**src/rtl/mips_mem_pkg.sv**
```systemverilog
// Shared definitions for the MIPS data-memory side: store buffer sizing and entry layout.
package mips_mem_pkg;

  localparam int unsigned SB_WIDTH_DEFAULT = 32;
  localparam int unsigned SB_DEPTH_DEFAULT = 4;

  // One buffered store at the default datapath width.
  typedef struct packed {
    logic [SB_WIDTH_DEFAULT-1:0] addr;
    logic [SB_WIDTH_DEFAULT-1:0] data;
  } sb_entry_t;

  // Pointer width for a buffer of the given depth; never narrower than one bit.
  function automatic int unsigned sb_ptr_width(input int unsigned depth);
    return (depth > 1) ? $clog2(depth) : 1;
  endfunction

endpackage

```
**src/rtl/data_store_buffer_fwd.sv**
```systemverilog
// Store-to-load forwarding: compares every occupied entry against the load address
// and returns the youngest match.
module data_store_buffer_fwd
  import mips_mem_pkg::*;
#(
  parameter int unsigned WIDTH = SB_WIDTH_DEFAULT,
  parameter int unsigned DEPTH = SB_DEPTH_DEFAULT,
  parameter int unsigned PtrW  = sb_ptr_width(DEPTH)
) (
  input  logic [DEPTH-1:0][WIDTH-1:0] ent_addr,
  input  logic [DEPTH-1:0][WIDTH-1:0] ent_data,
  input  logic [PtrW-1:0]             head,
  input  logic [PtrW:0]               count,
  input  logic [WIDTH-1:0]            load_addr,
  output logic                        hit,
  output logic [WIDTH-1:0]            data
);

  logic [PtrW-1:0] idx;

  // Walk entries oldest to youngest; a later match overrides, so the youngest wins.
  always_comb begin
    hit  = 1'b0;
    data = '0;
    idx  = '0;
    for (int unsigned i = 0; i < DEPTH; i++) begin
      idx = head + PtrW'(i);
      if ((i < 32'(count)) && (ent_addr[idx] == load_addr)) begin
        hit  = 1'b1;
        data = ent_data[idx];
      end
    end
  end

endmodule

```
**src/rtl/data_store_buffer.sv**
```systemverilog
// In-order store buffer between the MEM stage and the single-ported data memory.
// Stores queue here and drain oldest-first whenever no load owns the port; loads
// see buffered data through the forwarding network.
module data_store_buffer
  import mips_mem_pkg::*;
#(
  parameter int unsigned WIDTH = SB_WIDTH_DEFAULT,
  parameter int unsigned DEPTH = SB_DEPTH_DEFAULT
) (
  input  logic                     DataMemory_CLK,
  input  logic                     DataMemory_RST,
  input  logic                     SB_StoreValid,
  input  logic [WIDTH-1:0]         SB_StoreAddr,
  input  logic [WIDTH-1:0]         SB_StoreData,
  output logic                     SB_StoreReady,
  output logic                     SB_Stall,
  input  logic                     SB_LoadValid,
  input  logic [WIDTH-1:0]         SB_LoadAddr,
  output logic [WIDTH-1:0]         SB_LoadData,
  output logic                     SB_LoadHit,
  input  logic                     SB_DrainHold,
  output logic [$clog2(DEPTH):0]   SB_Count,
  output logic                     SB_Empty,
  output logic [WIDTH-1:0]         DataMemory_A,
  output logic [WIDTH-1:0]         DataMemory_WD,
  output logic                     DataMemory_WE,
  input  logic [WIDTH-1:0]         DataMemory_RD
);

  localparam int unsigned PtrW     = sb_ptr_width(DEPTH);
  localparam logic [PtrW:0] DepthCnt = (PtrW+1)'(DEPTH);

  logic [DEPTH-1:0][WIDTH-1:0] ent_addr_q;
  logic [DEPTH-1:0][WIDTH-1:0] ent_data_q;
  logic [PtrW-1:0]             head_q, head_d;
  logic [PtrW-1:0]             tail_q, tail_d;
  logic [PtrW:0]               count_q, count_d;

  logic rst_act;
  logic not_full;
  logic drain;
  logic push;
  logic fwd_hit;
  logic [WIDTH-1:0] fwd_data;

  assign rst_act  = !DataMemory_RST;
  assign not_full = (count_q < DepthCnt);

  // A load always owns the port; otherwise a non-empty, unheld buffer drains its head.
  assign drain = !rst_act && !SB_LoadValid && (count_q != '0) && !SB_DrainHold;
  // Acceptance depends on the occupancy at the start of the cycle, not on a same-cycle pop.
  assign push  = !rst_act && SB_StoreValid && not_full && !SB_LoadValid;

  // Handshake and status outputs; reset forces the idle, ready state.
  always_comb begin
    SB_StoreReady = rst_act || (not_full && !SB_LoadValid);
    SB_Stall      = SB_StoreValid && !SB_StoreReady;
    SB_Count      = count_q;
    SB_Empty      = (count_q == '0);
  end

  // Memory port arbitration between the load and the head-of-queue drain.
  always_comb begin
    DataMemory_A  = ent_addr_q[head_q];
    DataMemory_WD = ent_data_q[head_q];
    DataMemory_WE = 1'b0;
    if (rst_act) begin
      DataMemory_A  = '0;
      DataMemory_WD = '0;
    end else if (SB_LoadValid) begin
      DataMemory_A = SB_LoadAddr;
    end else if (drain) begin
      DataMemory_WE = 1'b1;
    end
  end

  data_store_buffer_fwd #(
    .WIDTH (WIDTH),
    .DEPTH (DEPTH),
    .PtrW  (PtrW)
  ) u_fwd (
    .ent_addr  (ent_addr_q),
    .ent_data  (ent_data_q),
    .head      (head_q),
    .count     (count_q),
    .load_addr (SB_LoadAddr),
    .hit       (fwd_hit),
    .data      (fwd_data)
  );

  // Load result: youngest buffered store if one matches, else memory read data.
  always_comb begin
    SB_LoadHit  = !rst_act && SB_LoadValid && fwd_hit;
    SB_LoadData = (SB_LoadValid && fwd_hit) ? fwd_data : DataMemory_RD;
  end

  // Pointer and occupancy next-state for push, pop, or both.
  always_comb begin
    head_d  = head_q;
    tail_d  = tail_q;
    count_d = count_q;
    if (drain) head_d = head_q + 1'b1;
    if (push)  tail_d = tail_q + 1'b1;
    unique case ({push, drain})
      2'b10:   count_d = count_q + 1'b1;
      2'b01:   count_d = count_q - 1'b1;
      default: count_d = count_q;
    endcase
  end

  // Queue state; reset discards every buffered store.
  always_ff @(posedge DataMemory_CLK or negedge DataMemory_RST) begin
    if (!DataMemory_RST) begin
      head_q     <= '0;
      tail_q     <= '0;
      count_q    <= '0;
      ent_addr_q <= '0;
      ent_data_q <= '0;
    end else begin
      head_q  <= head_d;
      tail_q  <= tail_d;
      count_q <= count_d;
      if (push) begin
        ent_addr_q[tail_q] <= SB_StoreAddr;
        ent_data_q[tail_q] <= SB_StoreData;
      end
    end
  end

endmodule

```
**config.mk**
```make
export PLATFORM = sky130hd
export DESIGN_NAME = data_store_buffer
export DESIGN_NICKNAME = d
export VERILOG_FILES = /design/src/rtl/mips_mem_pkg.sv /design/src/rtl/data_store_buffer_fwd.sv /design/src/rtl/data_store_buffer.sv
export SDC_FILE = /design/constraint.sdc
export NUM_CORES = 1
export LEC_CHECK = 0
export BUFFER_PORTS_ARGS = -buffer_cell sky130_fd_sc_hd__buf_4
export CAP_MARGIN = 40
export CORE_MARGIN = 10
export CORE_UTILIZATION = 50
export DETAILED_ROUTE_END_ITERATION = 6
export GPL_TIMING_DRIVEN = 0
export PLACE_DENSITY = 0.7
export SYNTH_ARGS = -nofsm -noshare
export SYNTH_HDL_FRONTEND = slang
export SYNTH_SLANG_ARGS = --single-unit
```
**constraint.sdc**
```tcl
create_clock -name DataMemory_CLK -period 4.38 [get_ports DataMemory_CLK]
set_clock_uncertainty 0.05 [all_clocks]
set_input_delay 0.657 -clock DataMemory_CLK [delete_from_list [all_inputs] [get_ports DataMemory_CLK]]
set_output_delay 0.657 -clock DataMemory_CLK [all_outputs]
set_load 0.005 [all_outputs]
```
# ---- Word level (Yosys, flattened, before mapping)
# Index checks and enable logic that the tools add are counted.
# Widths: inputs -> output; s select.
dict set report op_classes {
  addsub 6
  magnitude_cmp 11
  eq_ne 6
  n_mux 36
  reduce_logical 24
}
# op count
set ops {}
lappend ops {{$mux 32} 17}
lappend ops {{$bmux 32 s2} 8}
lappend ops {{$bwmux 128} 2}
lappend ops {{$eq 32x32->1} 4}
lappend ops {{$demux 32 s2} 1}
lappend ops {{$logic_and 1x1->1} 16}
lappend ops {{$lt 2x3->1 const B} 5}
lappend ops {{$mux 1} 7}
lappend ops {{$lt 1x3->1 const A} 2}
lappend ops {{$lt 2x3->1 const A} 2}
lappend ops {{$pmux 3 s2} 1}
lappend ops {{$add 2x1->2 const B} 2}
lappend ops {{$add 2x2->2 const B} 2}
lappend ops {{$logic_not 1->1} 4}
lappend ops {{$add 3x1->3 const B} 1}
lappend ops {{$logic_not 3->1} 1}
lappend ops {{$lt 3x3->1 const B} 1}
lappend ops {{$reduce_bool 3->1} 1}
lappend ops {{$sub 3x1->3 const B} 1}
lappend ops {{$eq 2x1->1 const B} 1}
lappend ops {{$eq 2x2->1 const B} 1}
lappend ops {{$ge 2x1->1 const B} 1}
lappend ops {{$reduce_bool 2->1} 1}
lappend ops {{$logic_or 1x1->1} 1}
dict set report word_totals {
  register_bits 263
  input_bits 133
  output_inout_bits 104
  word_cells 94
}

# ---- Depth between registers and ports, before layout
dict set report logic_depth {
  word_depth 10
  depth_mapped 16
  ltp_nobuf 9
}

# ---- Cells and area by module
# A second synthesis with hierarchy kept.
dict set report hier_totals {
  cells_unflattened 1909
  hier_area_um2 21126.5
}
# mod n_inst cells_each area_per_inst_um2 seq_area_each_um2
set modules_own_cells {}
lappend modules_own_cells {data_store_buffer 1 841 12503.2 6581.3}
lappend modules_own_cells {data_store_buffer_fwd 1 1068 8623.3 0.0}

# ---- Least setup slack after synthesis
# OpenSTA, ideal clock, no wires.
dict set report synth_path {
  path_kind {input -> output}
  start {input port SB_LoadAddr[26]}
  end {output port SB_LoadData[10]}
  arrival_time_ns 3.110
  required_time_ns 3.673
  slack_ns 0.563
  path_stages 10
  n_path_buf 3
  path_cell_list {clkbuf_1 > nor3_1 > a311o_1 > or4_1 > or4_4 > nor4_4 > buf_4 > clkbuf_1 > a21o_1 > a31oi_1}
}
dict set report synth_between {
  elab_chain_cells 8
}
# element line
set synth_rtl {}
lappend synth_rtl {{start, declared} data_store_buffer.sv:18} ;# input logic [WIDTH-1:0] SB_LoadAddr,
lappend synth_rtl {{$eq 32x32->1} data_store_buffer_fwd.sv:28} ;# if ((i < 32'(count)) && (ent_addr[idx] == load_addr)) begin
lappend synth_rtl {{$logic_and 1x1->1} data_store_buffer_fwd.sv:28}
lappend synth_rtl {{$mux 1 (4 in a row)} data_store_buffer_fwd.sv:28}
lappend synth_rtl {{$logic_and 1x1->1} data_store_buffer.sv:94} ;# SB_LoadData = (SB_LoadValid && fwd_hit) ? fwd_data : DataMemory_RD;
lappend synth_rtl {{$mux 32 (*)} data_store_buffer.sv:94}
lappend synth_rtl {{end, declared} data_store_buffer.sv:19} ;# output logic [WIDTH-1:0] SB_LoadData,
# Every way passes the cells marked *; elsewhere a longest branch is shown, timed or not.

# ---- Worst setup path in the final report
dict set report layout_path {
  start {register head_q[0]}
  end {output port SB_LoadData[13]}
}
dict set report layout_between {
  elab_chain_cells 10
}
# element line
set layout_rtl {}
lappend layout_rtl {{start, declared} data_store_buffer.sv:35} ;# logic [PtrW-1:0] head_q, head_d;
lappend layout_rtl {{start signal, assigned} data_store_buffer.sv:114} ;# head_q <= '0;
lappend layout_rtl {{start signal, assigned} data_store_buffer.sv:120} ;# head_q <= head_d;
lappend layout_rtl {{$add 2x1->2 / $bmux 32 s2 (equally long branches)} {data_store_buffer_fwd.sv:27, data_store_buffer_fwd.sv:28}}
lappend layout_rtl {{$bmux 32 s2 / $mux 32 (equally long branches)} data_store_buffer_fwd.sv:28}
lappend layout_rtl {{$mux 32 (not written as such) / $eq 32x32->1 (equally long branches)} data_store_buffer_fwd.sv:28}
lappend layout_rtl {{$eq 32x32->1 / $logic_and 1x1->1 (equally long branches)} data_store_buffer_fwd.sv:28}
lappend layout_rtl {{$logic_and 1x1->1 / $mux 1 (equally long branches)} data_store_buffer_fwd.sv:28}
lappend layout_rtl {{$mux 1 (3 in a row)} data_store_buffer_fwd.sv:28}
lappend layout_rtl {{$logic_and 1x1->1} data_store_buffer.sv:94}
lappend layout_rtl {{$mux 32 (*)} data_store_buffer.sv:94}
# Every way passes the cells marked *; elsewhere a longest branch is shown, timed or not. The select of a mux whose other input is x is not followed.

==> impl_metrics.tcl <==
set metrics [dict create \
    status "finished, violations left" \
    violations "setup timing" \
    critical_path_class "flop to primary output" \
    grt_max_degree 125 \
    path_delay_family "compound AO/OA/AOI/OAI gates" \
    startpoint_type "flop" \
    yosys.area_share.simple 0.0900 \
    die_area_sq_um 47600 \
    via_per_inst 6.60 \
    setup_viol 34 \
    synth_commonest_cells "330 x mux2_2, 263 x dfrtp_1, 168 x mux2i_1" \
    power.share.clock 0.129 \
    synth_top_family_by_area "multiplexers" \
    synth_fa_ha_area_frac 0.00510 \
    clk_latency_ns 0.58 \
    p_sw_mw 9.29 \
    max-vdd-ir-drop_uv 395 \
    power_frac_seq 0.239 \
    gp_congestion 1.03 \
    cts_tree "yes" \
    grt_overflow 0 \
    muxShareOfSynthArea 0.344 \
    grt_first_pass_wirelength_mm 122 \
    fillers 2967 \
    period_needed_ns 5.11 \
    cp.arrival_ns 4.40 \
    row_count 72 \
    stdcell_count 2752 \
    crit_required_ns 3.67 \
    clock-root-buffer "clkbuf_16" \
    path_cells "buf_6 -> buf_16 -> buf_16 -> buf_12 -> mux2i_1 -> a222oi_1 -> nand3_1 -> o31a_1 -> nor4_4 -> buf_6 -> o31a_1 -> buf_12 -> buf_12 -> nor2_1 -> a31oi_1 -> buf_4" \
    synth_seq_area_share 0.335 \
    first_iter_violations 2441 \
    ys_warn_count 0 \
    power.leakage_nw 10.7 \
    crit_buf_inv 8 \
    detail-route-antenna-nets 0 \
    core-area_sq_um 38700 \
    hold_viol 0 \
    whs_path_depth 2 \
    crit_path_end_kind "primary output" \
    register_area_sq_um 6580 \
    clock-sinks 263 \
    port_buffers 214 \
    synthArstFlopShare 1.00 \
    yosys-top-cells-area "dfrtp_1 34%, mux2_2 19%, mux2i_1 8.6%" \
    p_per_area_nw_per_um2 814 \
    synth_xor_area_frac 0.0433 \
    clk_path_buf_depth 3 \
    final_area_sq_um 25400 \
    area.growth.synth_to_final_pct 29.3 \
    final_nets 2351 \
    wl_per_cell_um 30.8 \
    drv_cap 0 \
    utilization 0.655 \
    ff2ff_path_depth 6 \
    setup-tns-final_ns -22.68 \
    cts_max_level 1 \
    switching_share 0.450 \
    path_clk_slew_ns 0.07 \
    die_w_um 218 \
    syn_nets 2017 \
    crit_top_cell "buf_12" \
    placedCellCount 2626 \
    first_pass_iters 6 \
    avgSynthCellArea_sq_um 10.5 \
    finalCritPeriodShare 1.17 \
    pwr-share-comb 0.633 \
    netlist.area_leader.share 0.335 \
    antenna_found_initial 2 \
    cp.depth 16 \
    multi_input_area_sq_um 13100 \
    post-synth-top-area-cell "dfrtp_1" \
    worst_slack_ns -0.729 \
    drcViolationCount 0 \
    internal_power_mw 11.4 \
    fmax_mhz 196 \
    via_count 18200 \
    cts-buffers-inserted 29 \
    slowest_delay_ns 0.72 \
    drv_slew 0 \
    die-height_um 218 \
    io_pins 237 \
    rsz0062_at_grt "true" \
    dp_slack_ns -1.24 \
    dp_hpwl_mm 62.7 \
    critPathMaxFanout 8 \
    synth_seq_cells 263 \
    synthFlopType "dfrtp_1" \
    ys_types 69 \
    tightestPinTransition_ns 0.946 \
    grt.total_usage 0.341 \
    synth.most_common_cell "mux2_2" \
    timing.hold.ws_ns 0.273 \
    drive_gt1_frac 0.435 \
    min_path_type "primary input to flop" \
    synth-compound-area-share 0.135 \
    placed_area_sq_um 22100 \
    totalPowerFinal_mw 20.6 \
    first_global_vias 18100 \
    syn_inst 1876 \
    synth.cell_area_sq_um 19600 \
    initial_utilization 0.506 \
    wl_mm 84.7 \
    synth-edff-count 0 \
    cp_slowest_cell "a222oi_1" \
    maxSlewHeadroom 0.369 \
]
==> registers in the layout (all words and copies together), names as in the netlist <==
signal and flops:
head_q 2, ent_data_q 128, ent_addr_q 128, SB_Count 3, tail_q 2
==> kinds of logic after synthesis <==
kind of cell	after synthesis
compound gates	372
buf+inv	187
flops	263
simple gates	390
mux	559
fa+ha+maj	8
xor+xnor	97
==> per-layer routing <==
layer  share of wire  vias up  track usage
met1            0.40     9149        0.450
met2            0.45     1181        0.536
li1                -     7637            -
met4           0.042        2        0.121
met3            0.10      196       0.0847
met5         0.00024        -            0
==> path summary, 6_finish.rpt <==
check                                  from               to  slack (ns)
min in group asynchronous    DataMemory_RST   ent_addr_q[44]        0.47
setup reg to reg                SB_Count[2]  ent_addr_q[104]        1.32
hold / removal             SB_StoreData[14]   ent_data_q[14]        0.27
hold reg to reg              ent_data_q[93]   ent_data_q[93]        0.47
setup / recovery                  head_q[0]  SB_LoadData[13]       -0.73
max in group asynchronous    DataMemory_RST  ent_data_q[113]        2.92
==> area by class of cell <==
cell class,count,share of cell area
multi-input combinational,1426,0.516
sequential,263,0.260
timing repair buffer,303,0.103
buffer,172,0.0531
clock buffer,41,0.0331
tap,518,0.0256
clock inverter,12,0.00730
inverter,15,0.00222
antenna,2,0.000197
==> power by group through the flow <==
stage / Clock [mW] / Combinational, mW / Sequential (mW)
floorplan: 0 / 7.41 / 4.29
global placement: 0 / 10.6 / 4.61
detailed placement: 0 / 10.8 / 4.71
CTS: 2.67 / 12.0 / 4.83
global route: 2.76 / 13.6 / 5.05
finish: 2.66 / 13.1 / 4.93
==> layout by cell type (no fill, tap or decap), types with 19 or more instances in the layout <==
master	instances
a211oi_2	29
a21o_1	32
a21oi_1	95
a31oi_1	65
and2_1	45
buf_12	20
buf_4	270
buf_6	30
clkbuf_1	91
clkbuf_16	32
dfrtp_1	262
mux2_2	330
mux2i_1	117
mux2i_2	23
mux2i_4	30
mux4_2	59
nand2_1	120
nor2_1	145
o211ai_1	33
o21ai_0	19
xnor2_1	52
xor2_1	26
==> timing repair <==
action,4_1_cts,5_1_grt
hold endpoints to repair,20,0
gates cloned,6,3
buffers inserted,20,40
pin swaps,23,34
hold buffers,1,0
resized for setup,252,83
setup endpoints to repair,72,54
Note: power is estimated with default switching activity, not from simulation.
